### config.mk
export PLATFORM = sky130hd
export DESIGN_NAME = note_spawner
export DESIGN_NICKNAME = d
export VERILOG_FILES = /design/src/rtl/note_pkg.sv /design/src/rtl/note_fifo.sv /design/src/rtl/note_spawner.sv
export SDC_FILE = /design/constraint.sdc
export NUM_CORES = 1
export LEC_CHECK = 0
export ABC_AREA = 1
export CORE_UTILIZATION = 30
export DETAILED_ROUTE_END_ITERATION = 12
export PLACE_DENSITY_LB_ADDON = 0.1
export SLEW_MARGIN = 20
export SYNTH_ARGS = -nofsm -noshare
export SYNTH_HDL_FRONTEND = slang
export SYNTH_SLANG_ARGS = --single-unit
### constraint.sdc
create_clock -name clk -period 2.4 [get_ports clk]
set_clock_uncertainty 0.05 [all_clocks]
set_input_delay 0.48 -clock clk [delete_from_list [all_inputs] [get_ports clk]]
set_output_delay 0.48 -clock clk [all_outputs]
set_load 0.1 [all_outputs]
### src/rtl/note_pkg.sv
// rtl/note_pkg.sv - shared lane types and spawn constants for the note spawner
package note_pkg;

    typedef logic [3:0] lane_mask_t;

    localparam logic [1:0] LANE_L = 2'd0;
    localparam logic [1:0] LANE_D = 2'd1;
    localparam logic [1:0] LANE_U = 2'd2;
    localparam logic [1:0] LANE_R = 2'd3;

    localparam logic [3:0] DOUBLE_MIN_DENSITY = 4'd6;

    function automatic lane_mask_t lane_bit(input logic [1:0] lane);
        lane_bit = lane_mask_t'(4'b0001 << lane);
    endfunction

endpackage

### src/rtl/note_fifo.sv
// rtl/note_fifo.sv - small lane-mask FIFO; a push into a full FIFO succeeds only alongside a pop
module note_fifo
    import note_pkg::*;
#(
    parameter int DEPTH = 8,
    parameter int LVL_W = $clog2(DEPTH) + 1
) (
    input  logic             clk,
    input  logic             reset_n,
    input  logic             i_push,
    input  logic             i_pop,
    input  lane_mask_t       i_data,
    output lane_mask_t       o_head,
    output logic             o_full,
    output logic             o_empty,
    output logic [LVL_W-1:0] o_level,
    output logic             o_drop
);

    localparam int PTR_W = $clog2(DEPTH);

    logic [PTR_W-1:0] r_wr_ptr;
    logic [PTR_W-1:0] r_rd_ptr;
    logic [LVL_W-1:0] r_level;
    lane_mask_t       r_mem [DEPTH];

    logic w_full;
    logic w_empty;
    logic w_pop;
    logic w_push;

    assign w_full  = (r_level == LVL_W'(DEPTH));
    assign w_empty = (r_level == '0);
    assign w_pop   = i_pop && !w_empty;
    // A pop in the same cycle frees the slot, so a full FIFO still takes the note.
    assign w_push  = i_push && (!w_full || w_pop);

    always_ff @(posedge clk) begin
        if (w_push) begin
            r_mem[r_wr_ptr] <= i_data;
        end
    end

    always_ff @(posedge clk or negedge reset_n) begin
        if (!reset_n) begin
            r_wr_ptr <= '0;
            r_rd_ptr <= '0;
            r_level  <= '0;
        end else begin
            if (w_push) begin
                r_wr_ptr <= r_wr_ptr + PTR_W'(1);
            end
            if (w_pop) begin
                r_rd_ptr <= r_rd_ptr + PTR_W'(1);
            end
            case ({w_push, w_pop})
                2'b10:   r_level <= r_level + LVL_W'(1);
                2'b01:   r_level <= r_level - LVL_W'(1);
                default: r_level <= r_level;
            endcase
        end
    end

    assign o_head  = r_mem[r_rd_ptr];
    assign o_full  = w_full;
    assign o_empty = w_empty;
    assign o_level = r_level;
    assign o_drop  = i_push && w_full && !w_pop;

endmodule

### src/rtl/note_spawner.sv
// rtl/note_spawner.sv - beat divider and random lane picker feeding a note FIFO
module note_spawner
    import note_pkg::*;
#(
    parameter int BEAT_DIV = 12500000,
    parameter int DEPTH    = 8,
    parameter int LVL_W    = 4
) (
    input  logic             clk,
    input  logic             reset_n,
    input  logic             enable,
    input  logic [32:0]      random,
    input  logic [3:0]       density,
    output logic             note_valid,
    input  logic             note_ready,
    output logic [3:0]       note_lanes,
    output logic [15:0]      beat_count,
    output logic [LVL_W-1:0] fifo_level,
    output logic             overflow
);

    localparam int DIV_W = (BEAT_DIV > 2) ? $clog2(BEAT_DIV) : 1;
    localparam logic [DIV_W-1:0] DIV_MAX = DIV_W'(BEAT_DIV - 1);

    logic [DIV_W-1:0] r_div_cnt;
    logic [15:0]      r_beat_count;
    logic [1:0]       r_last_lane;
    logic             r_overflow;

    logic             w_beat_tick;
    logic             w_spawn;
    logic             w_double;
    logic [1:0]       w_prim;
    logic [1:0]       w_lane;
    logic [1:0]       w_pair;
    lane_mask_t       w_mask;
    logic             w_push;
    logic             w_pop;
    lane_mask_t       w_head;
    logic             w_full;
    logic             w_empty;
    logic [LVL_W-1:0] w_level;
    logic             w_drop;
    logic             w_unused_random;

    assign w_unused_random = ^random[32:8];

    assign w_beat_tick = enable && (r_div_cnt == DIV_MAX);

    always_ff @(posedge clk or negedge reset_n) begin
        if (!reset_n) begin
            r_div_cnt <= '0;
        end else if (enable) begin
            r_div_cnt <= w_beat_tick ? '0 : r_div_cnt + DIV_W'(1);
        end
    end

    always_ff @(posedge clk or negedge reset_n) begin
        if (!reset_n) begin
            r_beat_count <= '0;
        end else if (w_beat_tick) begin
            r_beat_count <= r_beat_count + 16'd1;
        end
    end

    // Lane choice: never repeat the previous spawned lane; doubles pair opposite lanes.
    always_comb begin
        w_spawn  = ({1'b0, random[2:0]} < density);
        w_prim   = random[4:3];
        w_lane   = (w_prim == r_last_lane) ? w_prim + 2'd1 : w_prim;
        w_pair   = w_lane + 2'd2;
        w_double = (density >= DOUBLE_MIN_DENSITY) && (random[7:5] == 3'd0);
        w_mask   = lane_bit(w_lane);
        if (w_double) begin
            w_mask = w_mask | lane_bit(w_pair);
        end
    end

    assign w_push = w_beat_tick && w_spawn;
    assign w_pop  = note_valid && note_ready;

    always_ff @(posedge clk or negedge reset_n) begin
        if (!reset_n) begin
            r_last_lane <= LANE_L;
        end else if (w_push) begin
            r_last_lane <= w_lane;
        end
    end

    always_ff @(posedge clk or negedge reset_n) begin
        if (!reset_n) begin
            r_overflow <= 1'b0;
        end else if (w_drop) begin
            r_overflow <= 1'b1;
        end
    end

    note_fifo #(
        .DEPTH (DEPTH),
        .LVL_W (LVL_W)
    ) u_fifo (
        .clk     (clk),
        .reset_n (reset_n),
        .i_push  (w_push),
        .i_pop   (w_pop),
        .i_data  (w_mask),
        .o_head  (w_head),
        .o_full  (w_full),
        .o_empty (w_empty),
        .o_level (w_level),
        .o_drop  (w_drop)
    );

    assign note_valid = !w_empty;
    assign note_lanes = w_empty ? 4'b0000 : w_head;
    assign beat_count = r_beat_count;
    assign fifo_level = w_level;
    assign overflow   = r_overflow;

endmodule

# Word level (Yosys, flattened, before mapping)
# Memories as Yosys holds them, arrays and structs flattened.
# Cells that the tools add are included.
classes:
  n_addsub: 8
  magnitude_cmp: 2
  n_eq_ne: 5
  n_shift: 2
  mux: 7
  bitwise_logic: 1
  reduce_logical: 15
op_table:
  columns: ["operator", "n"]
  rows:
  - ["adder 24 x 1 -> 24 bit, second input constant", 1]
  - ["equality test 24 bit, second input constant", 1]
  - ["two-way mux 24 bit", 1]
  - ["adder 16 x 1 -> 16 bit, second input constant", 1]
  - ["logical AND 1 bit", 8]
  - ["two-way mux 4 bit", 2]
  - ["case mux 4 bit (2 select lines)", 1]
  - ["<< shifter 1 x 2 -> 4 bit, first input constant", 2]
  - ["adder 3 x 1 -> 3 bit, second input constant", 2]
  - ["adder 4 x 1 -> 4 bit, second input constant", 1]
  - ["equality test 4 bit, second input constant", 1]
  - [">= comparator 4 x 3 -> 1 bit, second input constant", 1]
  - ["zero test 4 bit", 1]
  - ["< comparator 3 x 4 -> 1 bit", 1]
  - ["bitwise OR 4 bit", 1]
  - ["subtractor 4 x 1 -> 4 bit, second input constant", 1]
  - ["zero test 1 bit", 3]
  - ["zero test 3 bit", 1]
  - ["adder 2 x 1 -> 2 bit, second input constant", 1]
  - ["adder 2 bit, second input constant", 1]
  - ["equality test 2 x 1 -> 1 bit, second input constant", 1]
  - ["equality test 2 bit", 1]
  - ["equality test 2 bit, second input constant", 1]
  - ["two-way mux 1 bit", 2]
  - ["other kinds (3)", 3]
word_totals:
  regBits: 53
  ramBits: 32
  input_bits: 41
  out_inout_bits: 26
  elab_cells: 48
  n_memories: 1
mem_list:
  columns: ["name", "depth", "word_bits", "read_ports", "rd_ports_with_merged_regs", "write_ports", "line_no", "source"]
  rows:
  - ["u_fifo.r_mem", 8, 4, 1, 0, 1, "note_fifo.sv:25", "lane_mask_t r_mem [DEPTH];"]

# Logic depth before layout (Yosys ltp)
depth:
  word_depth: 8
  ltp_mapped: 18
  ltp_nobuf: 18

# Hierarchy
# Synthesis repeated with hierarchy kept, for this count alone.
hier_totals:
  hier_cells: 618
  hier_area_um2: 4852.2
by_module_without_submodules:
  columns: ["module", "instances", "cells_per_inst", "area_each_um2", "seq_area_each_um2"]
  rows:
  - ["note_spawner", 1, 451, 2961.6, 1076.0]
  - ["note_fifo", 1, 167, 1890.6, 1211.2]

# Worst setup path after synthesis
# Ideal clock, no wire load.
synth_path:
  path_kind: "register to output"
  from: "register u_fifo.r_level[2] (netlist: u_fifo.o_level[2])"
  to: "output port note_lanes[0]"
  arrival_time_ns: 3.714
  required_time_ns: 1.870
  setup_slack_ns: -1.844
  stages_incl_launch_ff: 5
  n_path_buf: 0
  path_cell_list: "dfrtp_1 > inv_1 > nand3_1 > o21ai_0 > a31oi_1"
synth_between:
  elab_chain_cells: 2
synth_lines:
  columns: ["item", "line_no", "source"]
  rows:
  - ["start, declared", "note_fifo.sv:24", "logic [LVL_W-1:0] r_level;"]
  - ["start signal, assigned", "note_fifo.sv:57", "2'b10: r_level <= r_level + LVL_W'(1);"]
  - ["start signal, assigned", "note_fifo.sv:58", "2'b01: r_level <= r_level - LVL_W'(1);"]
  - ["start signal, assigned", "note_fifo.sv:59", "default: r_level <= r_level;"]
  - ["zero test 4 bit", "note_fifo.sv:33", "assign w_empty = (r_level == '0);"]
  - ["two-way mux 4 bit", "note_spawner.sv:115", "assign note_lanes = w_empty ? 4'b0000 : w_head;"]
  - ["end, declared", "note_spawner.sv:16", "output logic [3:0] note_lanes,"]
# No other way between the ends.

# Worst setup path in the final report
layout_path:
  from: "register u_fifo.r_rd_ptr[0]"
  to: "output port note_lanes[0]"
layout_between:
  elab_chain_cells: 2
layout_lines:
  columns: ["item", "line_no", "source"]
  rows:
  - ["start, declared", "note_fifo.sv:23", "logic [PTR_W-1:0] r_rd_ptr;"]
  - ["start signal, assigned", "note_fifo.sv:54", "r_rd_ptr <= r_rd_ptr + PTR_W'(1);"]
  - ["memory read (8 x 4 bit)", null, null]
  - ["two-way mux 4 bit", "note_spawner.sv:115", null]
# No other way between the ends.

==> flow_summary.ini <==
[drt]
ant_nets_after_route = 0
drc_errors = 0
drt_iter0_drc = 131
drt_first_pass_iters = 4
routed-via-count = 3542
wl_per_instance_um = 13.67
drt-vias-per-instance = 4.582
drt-total-wl_um = 10570

[critical_path]
cp.arrival_ns = 1.77
required_ns = 1.87
start_kind = register
critical_path.max_fanout = 10
critical_path.endpoint_type = output pin
reg2reg_slack_ns = 0.21
critical_path_class = register to output pin

[clock_network]
postCtsHoldBufs = 0
clk_path_buf_depth = 2
sink_count = 85
insertion_delay_ns = 0.34
htree_num_levels = 3
cts_buffers = 9
cts_tree = built
clockRootBuffer = sky130_fd_sc_hd__clkbuf_16
clk_pin_slew_worst_paths_ns = 0.07

[sta]
hold_viol = 0
finalCritPeriodShare_pct = 95.81
rsz0062_at_grt = yes
clock.fmax_ghz = 0.4349
max_slew_headroom_pct = 53.09
final_period_minus_worst_setup_slack_ns = 2.300
timing_worst_slew_pin_value_ns = 0.7037
drv_slew = 0
report.final.setup_viol = 0

[place]
post_dp_hpwl_um = 8127
gpl.final_weighted_congestion = 0.8092
post-place-cells = 756
count_of_buffers_inserted_at_the_top_level_ports = 41
placedInstanceArea_um2 = 5418

[layout]
insertedDiodeCount = 0
finalNetCount = 634
final_area_um2 = 5709
layoutNonFillerInstCount = 773
area_growth_pct = 27.71
final_layout_size_suffix_gt1_share_pct = 21.39
filler_cell_count = 1507

[hold_path]
min-delay-path-class = input pin to async pin

[synthesis]
synth-edff-count = 32
mappedNetlistNets = 556
synth-async-reset-ratio_pct = 62.35
post-synth-top-area-fraction_pct = 29.67
area_of_the_mapped_netlist_um2 = 4471
synthFlopType = sky130_fd_sc_hd__dfrtp_1
avgSynthCellArea_um2 = 8.835
netlist_top_cells_area = sky130_fd_sc_hd__dfrtp_1 30%, sky130_fd_sc_hd__edfxtp_1 21%, sky130_fd_sc_hd__nand2_1 7.8%, sky130_fd_sc_hd__inv_1 5.7%, sky130_fd_sc_hd__nor2_1 5.4%
yosys.area.top_type = sky130_fd_sc_hd__dfrtp_1
netlist-cell-type-count = 42
synthesis.instances = 506
synthesis.yosys.warnings = 0
synth-seq-cells = 85
share_of_the_yosys_chip_area_belonging_to_registers_pct = 51.16

[global_routing]
grt_first_pass_wirelength_um = 17780
global_route.usage.total_pct = 15.37
antenna_found_initial = 0
largest_net_degree_at_the_start_of_global_routing = 31
grt_overflow_total = 0
grt_pass1_vias = 3593

[floorplanning]
placeableCoreArea_um2 = 14530
start_util_pct = 30.76
vertical_extent_of_the_die_um = 124.1
io_pins = 67
fp.dieArea_um2 = 15390
die_width_um = 124.1
core.rowCount = 44

[run]
maxCapViolations = 0

[power]
power-per-cell-area_nw_per_um2 = 966.1
irDropWorstVdd_mv = 0.5061
p_leak_nw = 2.584

[run_status]
outcome = complete, no violations
==> worst paths after layout <==
path,startpoint,end,cells after the start
worst max-delay path,u_fifo.r_rd_ptr[0]$_DFFE_PN0P_,note_lanes[0],6
worst min-delay path,reset_n,u_fifo.o_level[0]$_DFFE_PN0P_,1
worst max register to register,r_div_cnt[0]$_DFFE_PN0P_,u_fifo.r_mem[4][0]$_DFFE_PP_,9
worst min register to register,overflow$_DFFE_PN0P_,overflow$_DFFE_PN0P_,1
max in group asynchronous,reset_n,r_div_cnt[16]$_DFFE_PN0P_,2
min in group clk,overflow$_DFFE_PN0P_,overflow$_DFFE_PN0P_,1
==> kinds of logic (layout without fill, tap and decap cells) <==
group | count (synthesis) | count (layout) | synth area share, %
adder cells (fa/ha/maj) | 9 | 9 | 2.687
AO/OA/AOI/OAI | 76 | 76 | 9.488
AND/OR/NAND/NOR | 234 | 234 | 25.13
XOR/XNOR | 24 | 24 | 4.702
buffers and inverters | 78 | 161 | 6.829
flip-flops | 85 | 85 | 51.16
==> flip-flops by register name, summed over array words and instances (netlist names) <==
name and count:
u_fifo.r_mem 32, r_div_cnt 24, beat_count 16, u_fifo.o_level 4
u_fifo.r_rd_ptr 3, u_fifo.r_wr_ptr 3, r_last_lane 2, overflow 1
==> power by group <==
group / switching, W / internal [W]
combinational: 0.00155 / 0.000814
sequential: 0.000184 / 0.00167
clock: 0.000595 / 0.000700
total: 0.00233 / 0.00318
==> cells in the final DEF, fill, tap and decap left out, drive strengths merged, types with 8 or more instances in the layout <==
cell type      Yosys  layout
nand2            100     100
o21ai             36      36
xnor2              8       8
a31oi              8       8
clkdlybuf4s50      0      12
xor2              16      16
edfxtp            32      32
dfrtp             53      53
nor2              78      78
ha                 8       8
nand4             15      15
clkbuf             4      10
a21oi             20      20
nand3             24      24
buf                2      59
inv               70      71
nor3              12      12
==> cell type report <==
type	instances	area [µm²]	share of cell area, %
sequential	85	2303	40.35
multi-input combinational	343	1998	35.00
timing repair buffer	73	635.6	11.13
inverter	72	274.0	4.799
tap	184	230.2	4.032
clock buffer	10	229.0	4.011
clock inverter	6	38.79	0.6794
==> synth_stat cells (3+ instances only) <==
library cell	count
sky130_fd_sc_hd__nand2_1	93
sky130_fd_sc_hd__inv_1	68
sky130_fd_sc_hd__nor2_1	64
sky130_fd_sc_hd__dfrtp_1	53
sky130_fd_sc_hd__o21ai_0	34
sky130_fd_sc_hd__edfxtp_1	32
sky130_fd_sc_hd__nand3_1	21
sky130_fd_sc_hd__a21oi_1	19
sky130_fd_sc_hd__xor2_1	16
sky130_fd_sc_hd__nand4_1	13
sky130_fd_sc_hd__nor3_1	12
sky130_fd_sc_hd__a31oi_1	8
sky130_fd_sc_hd__ha_1	8
sky130_fd_sc_hd__nor2_2	8
sky130_fd_sc_hd__xnor2_1	8
sky130_fd_sc_hd__nand2_2	7
sky130_fd_sc_hd__clkbuf_1	4
sky130_fd_sc_hd__nor2_4	4
sky130_fd_sc_hd__o22ai_1	4
sky130_fd_sc_hd__o21a_1	3
==> metrics by stage <==
| step | power [W] | hold WS [ns] | setup slack [ns] | utilization, % | setup TNS, ns |
|---|---|---|---|---|---|
| floorplan | 0.003518 | 0.1344 | -0.04947 | - | -0.2260 |
| global placement | 0.004248 | 0.4149 | -0.3104 | 37.28 | -8.198 |
| detailed placement | 0.004259 | 0.4181 | -0.3554 | 37.28 | -9.496 |
| CTS | 0.005575 | 0.1460 | 0.008954 | 39.13 | 0 |
| global route | 0.005839 | 0.1865 | -0.006943 | 39.28 | -0.006943 |
| finish | 0.005516 | 0.1281 | 0.1004 | 39.28 | 0 |
==> metal layers <==
| metal | GRT usage (%) | wire [µm] | vias up |
|---|---|---|---|
| li1 | - | - | 1815 |
| met1 | 20.06 | 5103 | 1673 |
| met2 | 24.65 | 4952 | 38 |
| met3 | 3.342 | 320 | 16 |
| met4 | 6.176 | 189 | 0 |
| met5 | 0 | 0 | - |
==> worst max-delay path, cell delays in order (launching register included) <==
cell,delay (ns)
sky130_fd_sc_hd__dfrtp_1,0.39
sky130_fd_sc_hd__inv_1,0.23
sky130_fd_sc_hd__nor2_1,0.08
sky130_fd_sc_hd__o22ai_1,0.19
sky130_fd_sc_hd__o21ai_1,0.14
sky130_fd_sc_hd__a31oi_4,0.19
sky130_fd_sc_hd__buf_12,0.19
==> timing repair <==
item                       CTS  global route
setup endpoints to repair    3            20
pin swaps                    0             5
gates resized for setup      2             8
setup buffers                0             1
Power figures use the tool's default switching activity.
